--- config.mk ---
export PLATFORM = sky130hd
export DESIGN_NAME = mem_port_arbiter
export DESIGN_NICKNAME = d
export VERILOG_FILES = /design/src/rtl/mem_port_arbiter_pkg.sv /design/src/rtl/arb_sat_counter.sv /design/src/rtl/mem_port_arbiter.sv
export SDC_FILE = /design/constraint.sdc
export NUM_CORES = 1
export LEC_CHECK = 0
export CORE_MARGIN = 1.5
export CORE_UTILIZATION = 35
export CTS_BUF_LIST = sky130_fd_sc_hd__clkbuf_2 sky130_fd_sc_hd__clkbuf_4 sky130_fd_sc_hd__clkbuf_8
export DETAILED_ROUTE_END_ITERATION = 16
export DONT_BUFFER_PORTS = 1
export GPL_ROUTABILITY_DRIVEN = 0
export PLACE_DENSITY = 0.48
export REMOVE_ABC_BUFFERS = 1
export SYNTH_ARGS = -nofsm -noshare
export SYNTH_HDL_FRONTEND = slang
export SYNTH_SLANG_ARGS = --single-unit
--- constraint.sdc ---
create_clock -name CLK -period 3.5 [get_ports CLK]
set_input_delay 0.7 -clock CLK [delete_from_list [all_inputs] [get_ports CLK]]
set_output_delay 0.7 -clock CLK [all_outputs]
set_load 0.005 [all_outputs]
--- src/rtl/mem_port_arbiter_pkg.sv ---
// Shared definitions for the instruction/data memory port arbiter.
package mem_port_arbiter_pkg;

  typedef enum logic [1:0] {
    IDLE   = 2'd0,
    GNT_IF = 2'd1,
    GNT_DM = 2'd2,
    RESP   = 2'd3
  } arb_state_t;

  // Consecutive instruction-fetch losses before fetch is forced to win.
  localparam int DEF_MAX_WAIT = 3;
  // Grant cycles allowed without mem_rdy before the access is aborted.
  localparam int DEF_TIMEOUT  = 15;

endpackage

--- src/rtl/arb_sat_counter.sv ---
// Clearable up-counter that holds once it reaches LIMIT.
module arb_sat_counter #(
  parameter int WIDTH = 4,
  parameter int LIMIT = 15
) (
  input  logic             clk,
  input  logic             rst,
  input  logic             clr,
  input  logic             inc,
  output logic [WIDTH-1:0] cnt
);

  // Clear wins over increment; increment stops at LIMIT.
  always_ff @(posedge clk or posedge rst) begin
    if (rst) begin
      cnt <= '0;
    end else if (clr) begin
      cnt <= '0;
    end else if (inc && (cnt != WIDTH'(LIMIT))) begin
      cnt <= cnt + WIDTH'(1);
    end
  end

endmodule

--- src/rtl/mem_port_arbiter.sv ---
// Arbitrates one single-ported memory between instruction fetch (IF) and
// data memory (DM). DM normally wins; IF is forced through after MAX_WAIT
// consecutive losses. Stuck accesses are aborted after TIMEOUT grant cycles.
module mem_port_arbiter
  import mem_port_arbiter_pkg::*;
#(
  parameter int MAX_WAIT = DEF_MAX_WAIT,
  parameter int TIMEOUT  = DEF_TIMEOUT
) (
  input  logic        CLK,
  input  logic        RST,
  input  logic        if_req,
  input  logic [31:0] if_addr,
  output logic [31:0] if_rdata,
  output logic        if_ack,
  input  logic        dm_req,
  input  logic        dm_we,
  input  logic [31:0] dm_addr,
  input  logic [31:0] dm_wdata,
  output logic [31:0] dm_rdata,
  output logic        dm_ack,
  output logic        mem_cs,
  output logic        mem_we,
  output logic [31:0] mem_addr,
  output logic [31:0] mem_wdata,
  input  logic [31:0] mem_rdata,
  input  logic        mem_rdy,
  output logic        stall_if,
  output logic        stall_mem,
  output logic        err
);

  localparam int WW = $clog2(MAX_WAIT + 1);
  localparam int TW = $clog2(TIMEOUT + 1);

  arb_state_t  state_reg, state_next;
  logic [31:0] addr_reg, wdata_reg, rdata_reg;
  logic        we_reg, resp_dm_reg, err_reg;
  logic [WW-1:0] wait_cnt;
  logic [TW-1:0] tmo_cnt;
  logic        grant_if, grant_dm, wait_inc, wait_clr;
  logic        done_ok, done_abort, in_gnt, in_resp;

  assign in_gnt  = (state_reg == GNT_IF) || (state_reg == GNT_DM);
  assign in_resp = (state_reg == RESP);

  // Counts consecutive IF losses; cleared when IF finally gets the port.
  arb_sat_counter #(.WIDTH(WW), .LIMIT(MAX_WAIT)) u_wait_cnt (
    .clk (CLK),
    .rst (RST),
    .clr (wait_clr),
    .inc (wait_inc),
    .cnt (wait_cnt)
  );

  // Counts grant cycles; zero at the first cycle of every grant.
  arb_sat_counter #(.WIDTH(TW), .LIMIT(TIMEOUT)) u_tmo_cnt (
    .clk (CLK),
    .rst (RST),
    .clr (!in_gnt),
    .inc (in_gnt),
    .cnt (tmo_cnt)
  );

  // State register.
  always_ff @(posedge CLK or posedge RST) begin
    if (RST) state_reg <= IDLE;
    else     state_reg <= state_next;
  end

  // Arbitration decision and grant completion / timeout detection.
  always_comb begin
    state_next = state_reg;
    grant_if   = 1'b0;
    grant_dm   = 1'b0;
    wait_inc   = 1'b0;
    wait_clr   = 1'b0;
    done_ok    = 1'b0;
    done_abort = 1'b0;
    case (state_reg)
      IDLE: begin
        if (if_req && dm_req) begin
          if (wait_cnt == WW'(MAX_WAIT)) begin
            grant_if = 1'b1;
          end else begin
            grant_dm = 1'b1;
            wait_inc = 1'b1;
          end
        end else if (if_req) begin
          grant_if = 1'b1;
        end else if (dm_req) begin
          grant_dm = 1'b1;
        end
        if (grant_if) begin
          state_next = GNT_IF;
          wait_clr   = 1'b1;
        end else if (grant_dm) begin
          state_next = GNT_DM;
        end
      end
      GNT_IF, GNT_DM: begin
        // A completion on the final allowed cycle still counts as success.
        if (mem_rdy) begin
          done_ok    = 1'b1;
          state_next = RESP;
        end else if (tmo_cnt == TW'(TIMEOUT - 1)) begin
          done_abort = 1'b1;
          state_next = RESP;
        end
      end
      RESP:    state_next = IDLE;
      default: state_next = IDLE;
    endcase
  end

  // Latch the winning request at grant time and the result at completion.
  always_ff @(posedge CLK or posedge RST) begin
    if (RST) begin
      addr_reg    <= '0;
      wdata_reg   <= '0;
      we_reg      <= 1'b0;
      resp_dm_reg <= 1'b0;
      rdata_reg   <= '0;
      err_reg     <= 1'b0;
    end else begin
      if (grant_if) begin
        addr_reg    <= if_addr;
        wdata_reg   <= '0;
        we_reg      <= 1'b0;
        resp_dm_reg <= 1'b0;
      end else if (grant_dm) begin
        addr_reg    <= dm_addr;
        wdata_reg   <= dm_wdata;
        we_reg      <= dm_we;
        resp_dm_reg <= 1'b1;
      end
      if (done_ok) begin
        rdata_reg <= we_reg ? 32'h0 : mem_rdata;
        err_reg   <= 1'b0;
      end else if (done_abort) begin
        rdata_reg <= '0;
        err_reg   <= 1'b1;
      end
    end
  end

  assign mem_cs    = in_gnt;
  assign mem_we    = in_gnt & we_reg;
  assign mem_addr  = in_gnt ? addr_reg : 32'h0;
  assign mem_wdata = in_gnt ? wdata_reg : 32'h0;

  assign if_ack    = in_resp & ~resp_dm_reg;
  assign dm_ack    = in_resp & resp_dm_reg;
  assign if_rdata  = if_ack ? rdata_reg : 32'h0;
  assign dm_rdata  = dm_ack ? rdata_reg : 32'h0;
  assign err       = in_resp & err_reg;

  // Stalls are forced low while reset is asserted so every output reads 0.
  assign stall_if  = ~RST & if_req & ~if_ack;
  assign stall_mem = ~RST & dm_req & ~dm_ack;

endmodule

### Word-level counts from Yosys, hierarchy flattened

Index checks and enable logic that the tools add are counted.

| operators by class | value |
|---|---|
| $add $sub $neg | 2 |
| eq/ne operators | 10 |
| mux-type cells | 46 |
| bitwise gates (word level) | 12 |
| reductions and logical operators | 10 |

Operators with widths:

| kind | count |
|---|---|
| $mux 32 | 11 |
| $mux 1 | 26 |
| $mux 2 | 6 |
| $and 1x1->1 | 8 |
| $mux 4 | 2 |
| $eq 2x2->1 const B | 3 |
| $ne 3x3->1 const B | 2 |
| $pmux 2 s3 | 1 |
| $reduce_bool 2->1 | 3 |
| $add 4x1->4 const B | 1 |
| $eq 4x4->1 const B | 1 |
| $ne 4x4->1 const B | 1 |
| $not 1->1 | 4 |
| $logic_and 1x1->1 | 3 |
| $add 2x1->2 const B | 1 |
| $eq 2x1->1 const B | 1 |
| $logic_not 2->1 | 1 |
| $ne 2x1->1 const B | 1 |
| $ne 2x2->1 const B | 1 |
| $reduce_and 2->1 | 1 |
| $reduce_or 2->1 | 1 |
| $logic_or 1x1->1 | 1 |

| storage, ports and cells | value |
|---|---|
| bits in registers | 107 |
| bits of input ports | 134 |
| output and inout port bits | 135 |
| logic and storage cells | 89 |

### Depth between registers and ports, before layout

Gate-level depths: netlist (run 1).

| depth | value |
|---|---|
| depth after elaboration | 7 |
| depth in mapped cells | 7 |
| depth with buffers taken out | 5 |

### By module

Synthesis (run 1) repeated with hierarchy kept, for this count alone.

| unflattened totals | value |
|---|---|
| cell total of the unflattened synthesis | 508 |
| area total of the unflattened synthesis | 5596.6 sq um |

Modules (own cells, without submodules):

| module | times used | cells each | area each (sq um) | seq. area each (sq um) |
|---|---|---|---|---|
| mem_port_arbiter | 1 | 476 | 5238.8 | 2527.4 |
| arb_sat_counter at u_tmo_cnt | 1 | 21 | 230.2 | 100.1 |
| arb_sat_counter at u_wait_cnt | 1 | 11 | 127.6 | 50.0 |

### Least setup slack after synthesis (run 1)

Ideal clock, no wire load.

| path | value |
|---|---|
| path kind | register to output |
| start point | register state_reg[0] |
| end point | output port if_rdata[23] |
| arrival time | 1279 ps |
| required time | 2800 ps |
| setup slack | 1521 ps |
| cell stages (with the launch flop) | 5 |
| path through | dfrtp_1 > ha_1 > nor2b_1 > clkbuf_1 > and2_1 |

| between the ends | value |
|---|---|
| word-level cells in the longest chain between the ends | 3 |

Ends and longest elaborated chain:

| item | line | text |
|---|---|---|
| start: declaration | mem_port_arbiter.sv:36 | `arb_state_t state_reg, state_next;` |
| start signal: assignment | mem_port_arbiter.sv:68 | `else state_reg <= state_next;` |
| $eq 2x2->1 | mem_port_arbiter.sv:45 | `assign in_resp = (state_reg == RESP);` |
| $and 1x1->1 | mem_port_arbiter.sv:152 | `assign if_ack = in_resp & ~resp_dm_reg;` |
| net if_ack | mem_port_arbiter.sv:15 | `output logic if_ack,` |
| $mux 32 | mem_port_arbiter.sv:154 | `assign if_rdata = if_ack ? rdata_reg : 32'h0;` |
| end: declaration | mem_port_arbiter.sv:14 | `output logic [31:0] if_rdata,` |

The timed path passes the listed nets, and every way through them passes these cells.

### Final worst setup path (run 1)

| path | value |
|---|---|
| start point | register state_reg[0] |
| end point | output port mem_wdata[24] |

| between the ends | value |
|---|---|
| word-level cells in the longest chain between the ends | 3 |
| elaborated cells between the ends (all ways) | 4 |
| classes of those cells | 2 x eq/ne; 1 x mux; 1 x reduce/logical |

Ends and longest elaborated chain:

| item | line | text |
|---|---|---|
| $eq 2x1->1 / $eq 2x2->1 (equally long branches) | mem_port_arbiter.sv:44 | `assign in_gnt = (state_reg == GNT_IF) \|\| (state_reg == GNT_DM);` |
| $logic_or 1x1->1 (*) | mem_port_arbiter.sv:44 |  |
| $mux 32 (*) | mem_port_arbiter.sv:150 | `assign mem_wdata = in_gnt ? wdata_reg : 32'h0;` |
| end: declaration | mem_port_arbiter.sv:25 | `output logic [31:0] mem_wdata,` |

Mark *: on every way between the ends. The rest lies on a longest branch, timed or not.

==> impl.org, run 1 <==
** Outcome
- Result of the run :: finished, final reports clean

** STA
- Headroom to the max-slew limit came out at 31.94%.
- Setup violations remaining at the end of the flow were counted as 0.
- Based on the critical path, the design can be clocked at up to between 0.3 and 0.4 GHz.
- Hold Worst Slack :: roughly 0.28 ns
- Accumulated negative setup slack :: 0 ns
- The count of final hold-check violations was 0.
- Max Transition Viols Final :: 0
- Worst clock skew on the final layout :: between 0.015 and 0.02 ns
- Final worst path period share :: 80.83%
- Once routing completed, OpenROAD measured the worst setup slack at around 0.67 ns.
- Unrepaired setup endpoints after global routing :: no
- Time the final worst path needs with I/O delays and setup :: 2.829 ns
- At the pin with the least slew margin, the transition time is around 1 ns.

** Clock tree
- In this run, CTS created clock tree buffers numbering 9.
- Clock transition at path regs :: 0.10 ns
- In this run, post-CTS repair resized a total of 0 instances.
- The number of setup buffers added after CTS is 0.
- Max Buffers Root-to-Sink :: 2
- Hold repair after CTS inserted 0 buffers.
- The tree is rooted in a sky130_fd_sc_hd__clkbuf_8.
- Clock latency reported for the late side of the worst-skew pair :: 0.38 ns
- For this design, the sink count on the clock tree is 107.
- CTS tree :: built
- The H-tree generated during clock tree synthesis spans 3 levels.

** Critical path
- The worst setup path is launched from a flop.
- STA classifies the critical path endpoint as an output port.
- Data on the critical path is required at its endpoint by 2.80 ns.
- Setup CP Type :: reg2out
- Worst Path Max Fanout :: 75
- Worst endpoint data arrival time :: around 2.1 ns

** Routing
- After detailed routing, the number of remaining DRC violations is 0.
- Number of DRC markers in iteration 0 :: 173
- Using the TritonRoute via totals, the vias-per-cell ratio works out to 5.757.
- Once detail routing completed, the nets flagged for antenna violations numbered 0.
- Final routed wirelength across all metal layers :: between 15000 and 20000 um
- Number of vias after detailed routing :: 4387
- Detailed-route wire length per cell :: 20.66 um
- The pre-antenna-repair detailed-routing pass consisted of 4 iterations.

** Final layout
- Layout-stage area growth over the synthesis result :: 5.510%
- Net total in the final layout :: 681
- Number of standard cells in the final layout excluding fillers :: between 700 and 800
- The number of antenna diodes in the final layout is 0.
- Proportion of layout cells with a drive suffix above 1 :: around a tenth

** Yosys
- In the synthesized netlist the dominant register cell turns out to be sky130_fd_sc_hd__dfrtp_1.
- Synth top area share :: 47.36%
- Sequential fraction of the synthesis area :: 47.36%
- In this run, synthesis produced a sequential element count of 107.
- For this run, the number of Yosys warnings is 0.
- Cell area after synthesis :: roughly 5700 um2
- Summed over all instances, the cell type with the most area after synthesis is sky130_fd_sc_hd__dfrtp_1.
- Counting flops with an async set or reset pin after synthesis yields a share of 100.0%.
- sky130_fd_sc_hd__dfrtp_1 is the most common cell in the netlist.
- Summing the areas of all compound-gate instances in the mapped netlist gives 25.78% of the synthesized area.
- Largest family of logic cells by synthesized area :: compound AO/OA/AOI/OAI gates
- Mean Syn Cell Area :: 9.732 um2
- Multiplexer cells account for 0.1992% of the synthesized area.
- By count the netlist is led by sky130_fd_sc_hd__dfrtp_1, sky130_fd_sc_hd__and2_1, sky130_fd_sc_hd__a31oi_1.
- Summing the areas of all fa, ha and maj instances in the mapped netlist gives roughly 1.3% of the synthesized area.
- The netlist uses 35 different library cells.
- Post-Synth XOR/XNOR Area :: less than 1%
- Summing the areas of all and, or, nand and nor instances in the mapped netlist gives 19.52% of the synthesized area.
- Number of standard cells after synthesis :: 581
- Synth area leaders :: sky130_fd_sc_hd__dfrtp_1, sky130_fd_sc_hd__and2_1, sky130_fd_sc_hd__a22o_1, sky130_fd_sc_hd__a21boi_0, sky130_fd_sc_hd__a31oi_1
- EDFF count, synth :: 0

** Die
- Die Footprint :: 16930 um2
- DIE WIDTH :: about 130 um
- Std cell rows :: 46
- The initial utilization of the core area, before any placement, comes to 35.72%.
- Die Span Y :: 130.1 um
- The core region is 15830 um2.
- I/O pin total :: 269

** Global route
- For this run, the total global-route usage over all layers was measured as 17.69%.
- First-pass GRT wire length :: 23050 um
- Via count of the first global-routing pass :: 4171
- After global routing the overflow that remains totals 0.
- Initial antenna violation count :: 0
- Pin count of the biggest net entering global routing :: 76

** Min path
- The min-delay analysis places its worst path in the category in2async.

** Placed design
- The count of buffers added on input and output ports is 0.
- After legalization and detailed placement, the total HPWL measured 10020 um.
- Dpl cells :: between 700 and 800
- At the placement stage, the worst setup path has a slack of between 1 and 1.5 ns.

** Power
- Peak ir drop on the vdd network :: 0.0003449 V
- For this design the ratio of total power to cell area is between 900 and 1000 nW/um2.
- Total power for the finished layout comes to 5456 uW.
- Pleak :: approximately 0.0025 uW

** Run
- Max-cap violations :: 0
logic make-up after synthesis:
group,count (synthesis)
AOI/OAI and AO/OA,211
xor gates and xnor gates,1
adders and majority gates,6
buffers and inverters,69
DFF,107
muxes,1
and+or+nand+nor,186
stage by stage:
stage	area (um2)	util, %
6_report	5966	37.69
3_5_place_dp	5734	36.23
3_3_place_gp	5734	36.23
4_1_cts	5966	37.69
2_1_floorplan	5360	-
5_1_grt	5966	37.69
worst paths after layout:
| path | end | slack, ns | start | cells past startpoint |
|---|---|---|---|---|
| setup / recovery | mem_wdata[24] | 0.67 | state_reg[0] | 3 |
| hold / removal | rdata_reg[12] | 0.28 | RST | 1 |
| setup reg to reg | rdata_reg[7] | 1.19 | state_reg[0] | 6 |
| hold reg to reg | rdata_reg[26] | 0.52 | rdata_reg[26] | 1 |
| max in group asynchronous | rdata_reg[5] | 2.43 | RST | 2 |
| min in group CLK | err_reg | 0.41 | mem_rdy | 1 |
per-layer routing:
layer | share of wire (%) | GRT usage, % | up-vias
met5 | 0 | 0 | -
met2 | 49 | 29.23 | 203
met3 | 8.8 | 5.043 | 19
li1 | - | - | 2012
met1 | 41 | 21.80 | 2153
met4 | 1.8 | 7.059 | 0
where the power goes:
group	switching [uW]	internal [uW]
Clock	458	429
Combinational	1410	1030
Sequential	334	1790
Total	2210	3250
layout make-up:
type	count	area [um2]
repair buffers	11	95.09
inverters	7	28.78
multi-input cells	405	2663
well taps	216	270.3
clock inverters	6	93.84
flip-flops and latches	107	2678
fillers	1613	9862
clock buffers	10	137.6
worst max-delay path, cell delays in order (launching register included):
cell and delay [ns]:
sky130_fd_sc_hd__dfrtp_1 0.39, sky130_fd_sc_hd__inv_1 0.06, sky130_fd_sc_hd__ha_2 0.99, sky130_fd_sc_hd__and2_1 0.29
placed cells by master (no fill, tap or decap), drive strengths merged, types with 32 or more instances in the layout:
cell type	instances
dfrtp	107
a21oi	34
a31o	33
and3	32
and2	102
a21boi	34
a31oi	36
nand3	34
o21ai	34
a22o	33
No activity file was read; power rests on OpenSTA's default activity.
==> run 2, diff against run 1 <==
- PLACE_DENSITY: 0.48 -> 0.46
- clock period: 3.5 -> 2.7 ns (I/O delays scaled with it)
==> impl.org, run 2 (synthesized netlist as in run 1, its figures left out) <==
** Critical path
- The number of buffers and inverters on the critical path came to 2 (was 1).
- Critical register-to-register path endpoint :: rdata_reg[22] (was rdata_reg[7])
- Logic depth of the worst register-to-register path :: 7 (was 6)
- The cell type of the slowest stage on the worst timing path is sky130_fd_sc_hd__ha_4 (was sky130_fd_sc_hd__ha_2).
- Worst Path Max Fanout :: 36 (was 75)
- The maximum cell stage delay along the critical path was 0.48 ns (was 0.99 ns).
- The family of cells with the greatest summed delay on the critical path is adder cells (unchanged).
- The data required time of the critical path was 2.16 ns (was 2.80 ns).
- Worst Setup Start Kind :: flop (unchanged)
- The critical path arrival came to 1.80 ns (was 2.13 ns).
- The reg-to-reg setup timing slack was 0.70 ns (was 1.19 ns).
- Setup CP Type :: reg2out (unchanged)
- The endpoint type of the worst setup path is an output port (unchanged).
- Cell-by-cell trace of the critical path :: inv_1 -> ha_4 -> buf_4 -> and2_1 (was inv_1 -> ha_2 -> and2_1)
- Worst R2R Start :: state_reg[0] (unchanged)

** Clock tree
- Post-CTS setup repair buffer count :: 0 (unchanged)
- The maximum clock insertion buffer count is 2 (unchanged).
- Clock transition at path regs :: 0.10 ns (about the same)
- The number of levels in the clock H-tree was 3 (unchanged).
- CTS tree :: built (unchanged)
- Clock latency reported for the late side of the worst-skew pair :: 0.37 ns (was 0.38 ns)
- The CTS buffer count was 9 (unchanged).
- Master cell of the clock root buffer :: sky130_fd_sc_hd__clkbuf_8 (unchanged)
- The CTS sink count was 107 (unchanged).

** Global route
- The wire length of the first global-routing pass was 24140 um (was 23050 um).
- The largest net degree at the start of global routing came to 47 (was 76).
- Via count of the first global-routing pass :: 4353 (was 4171)
- The initial antenna violation count is 0 (unchanged).
- The global router's overall resource usage is 18.70% (was 17.69%).
- Global route total overflow :: 0 (unchanged)

** Routing
- Final routed wirelength across all metal layers :: 16310 um (was 15740 um)
- Detailed-route wire length per cell :: 21.15 um (was 20.66 um)
- Number of DRC markers in iteration 0 :: 157 (was 173)
- Average vias per placed instance :: 5.739 (was 5.757)
- Number of vias after detailed routing :: 4425 (was 4387)
- Residual DRC count :: 0 (unchanged)
- Residual antenna-violating net count after detailed routing :: 0 (unchanged)
- First-pass DRT Iterations :: 6 (was 4)

** STA
- Final Setup Violations :: 0 (unchanged)
- Final worst path period share :: between 80% and 90%
- Accumulated negative setup slack :: 0 ns (unchanged)
- The final-report max-slew violation count came to 0 (unchanged).
- Worst-case headroom to the max-slew limit :: 62.09% (was 31.94%)
- The worst path needs 2.343 ns of the cycle, external delays included.
- Final worst setup slack :: 0.3565 ns (was 0.6709 ns)
- Highest attainable clock frequency :: 0.4267 GHz
- Worst clock skew on the final layout :: 0.01007 ns (was 0.01608 ns)
- Actual slew at the worst max-slew pin :: 0.5687 ns (was 1.018 ns)
- Unrepaired setup endpoints after global routing: no (unchanged).
- Count of final hold-check violations :: 0 (unchanged)
- The post-route worst hold slack came to 0.07927 ns (was 0.2793 ns).

** Placed design
- The number of placed cells counting well taps is 756 (was 746).
- HPWL after detailed placement :: 10860 um (was 10020 um)
- Setup slack after placement :: 0.4517 ns (was 1.012 ns)
- The count of buffers inserted at the top-level ports is 0 (unchanged).

** Die
- The number of placement rows is 46 (unchanged).
- The starting density of the core is 35.72% (unchanged).
- The die footprint came to 16930 um2 (unchanged).
- DIE WIDTH :: 130.1 um (unchanged)
- Core area :: 15830 um2 (unchanged)
- I/O pin total :: 269 (unchanged)
- The height of the die is 130.1 um (unchanged).

** Final layout
- The number of nets in the final layout is 691 (was 681).
- Most common cell after layout, fill and taps aside :: sky130_fd_sc_hd__dfrtp_1 (unchanged)
- Commonest non-fill, non-tap cells in the layout :: sky130_fd_sc_hd__dfrtp_1, sky130_fd_sc_hd__and2_1, sky130_fd_sc_hd__a31oi_1 (unchanged)
- The non-filler instance count after layout is 771 (was 762).
- Layout-stage area growth over the synthesis result :: 6.152% (was 5.510%)
- Antenna cell count :: 0 (unchanged)
- Proportion of layout cells with a drive suffix above 1 :: 12.07% (was 10.44%)

** Power
- The maximum vdd drop is 0.0003242 V (was 0.0003449 V).
- The overall power consumption came to 7021 uW (was 5456 uW).
- Pleak :: 0.002570 uW (was 0.002537 uW)
- Power density cells :: 1170 nW/um2 (was 914.6 nW/um2)

** Run
- Max-cap violations :: 0 (unchanged)

** Outcome
- Result of the run :: finished, final reports clean (unchanged)

** Min path
- HP Class :: in2async (unchanged)
-- run 2: worst register-to-register path, delay by kind of cell, from the launching register on --
family	cells	cell delay, ns
flops	1	0.39
fa+ha+maj	1	0.48
compound gates	1	0.21
buf+inv	3	0.70
simple gates	2	0.16
-- run 2: report_power, final --
group	switching [uW]	leakage, uW	internal [uW]
Clock	527	0.0000928	373
Sequential	407	0.00131	2320
Combinational	1940	0.00117	1450
-- run 2: how the worst max path moves through the flow --
stage,from,endpoint,slack [ns],cells after the start
after floorplan,RST,addr_reg[0],-0.66,1
after detailed placement,state_reg[0],rdata_reg[31],0.45,7
final,state_reg[0],mem_wdata[19],0.36,4
after global routing,state_reg[0],mem_wdata[1],0.22,4
after global placement,state_reg[0],rdata_reg[15],0.52,7
after CTS,state_reg[0],mem_wdata[0],0.07,4
-- run 2: timing repair --
| action | in CTS | in global routing |
|---|---|---|
| endpoints found under the setup margin | 0 | 28 |
| resized for setup | 0 | 1 |
| hold buffers | 0 | 0 |
-- run 2: layout make-up --
cell class | count | area [um2]
Clock buffer | 12 | 152.6
Multi-Input combinational cell | 405 | 2675
Inverter | 7 | 28.78
Tap cell | 216 | 270.3
Clock inverter | 3 | 15.01
Sequential cell | 107 | 2678
Fill cell | 1612 | 9826
Timing Repair Buffer | 21 | 182.7
-- run 2: per-stage QoR --
step | util [%] | cell area (um2)
floorplan | - | 5360
global placement | 36.80 | 5824
detailed placement | 36.80 | 5824
CTS | 37.86 | 5992
global route | 37.92 | 6002
finish | 37.92 | 6002
-- run 2: layer usage --
layer  wire length, um  vias up  GRT usage, %
met2              7784      185         30.93
met1              6815     2194         22.86
met3              1446       19         5.986
li1                  -     2027             -
met5                 0        -             0
met4               261        0         6.863
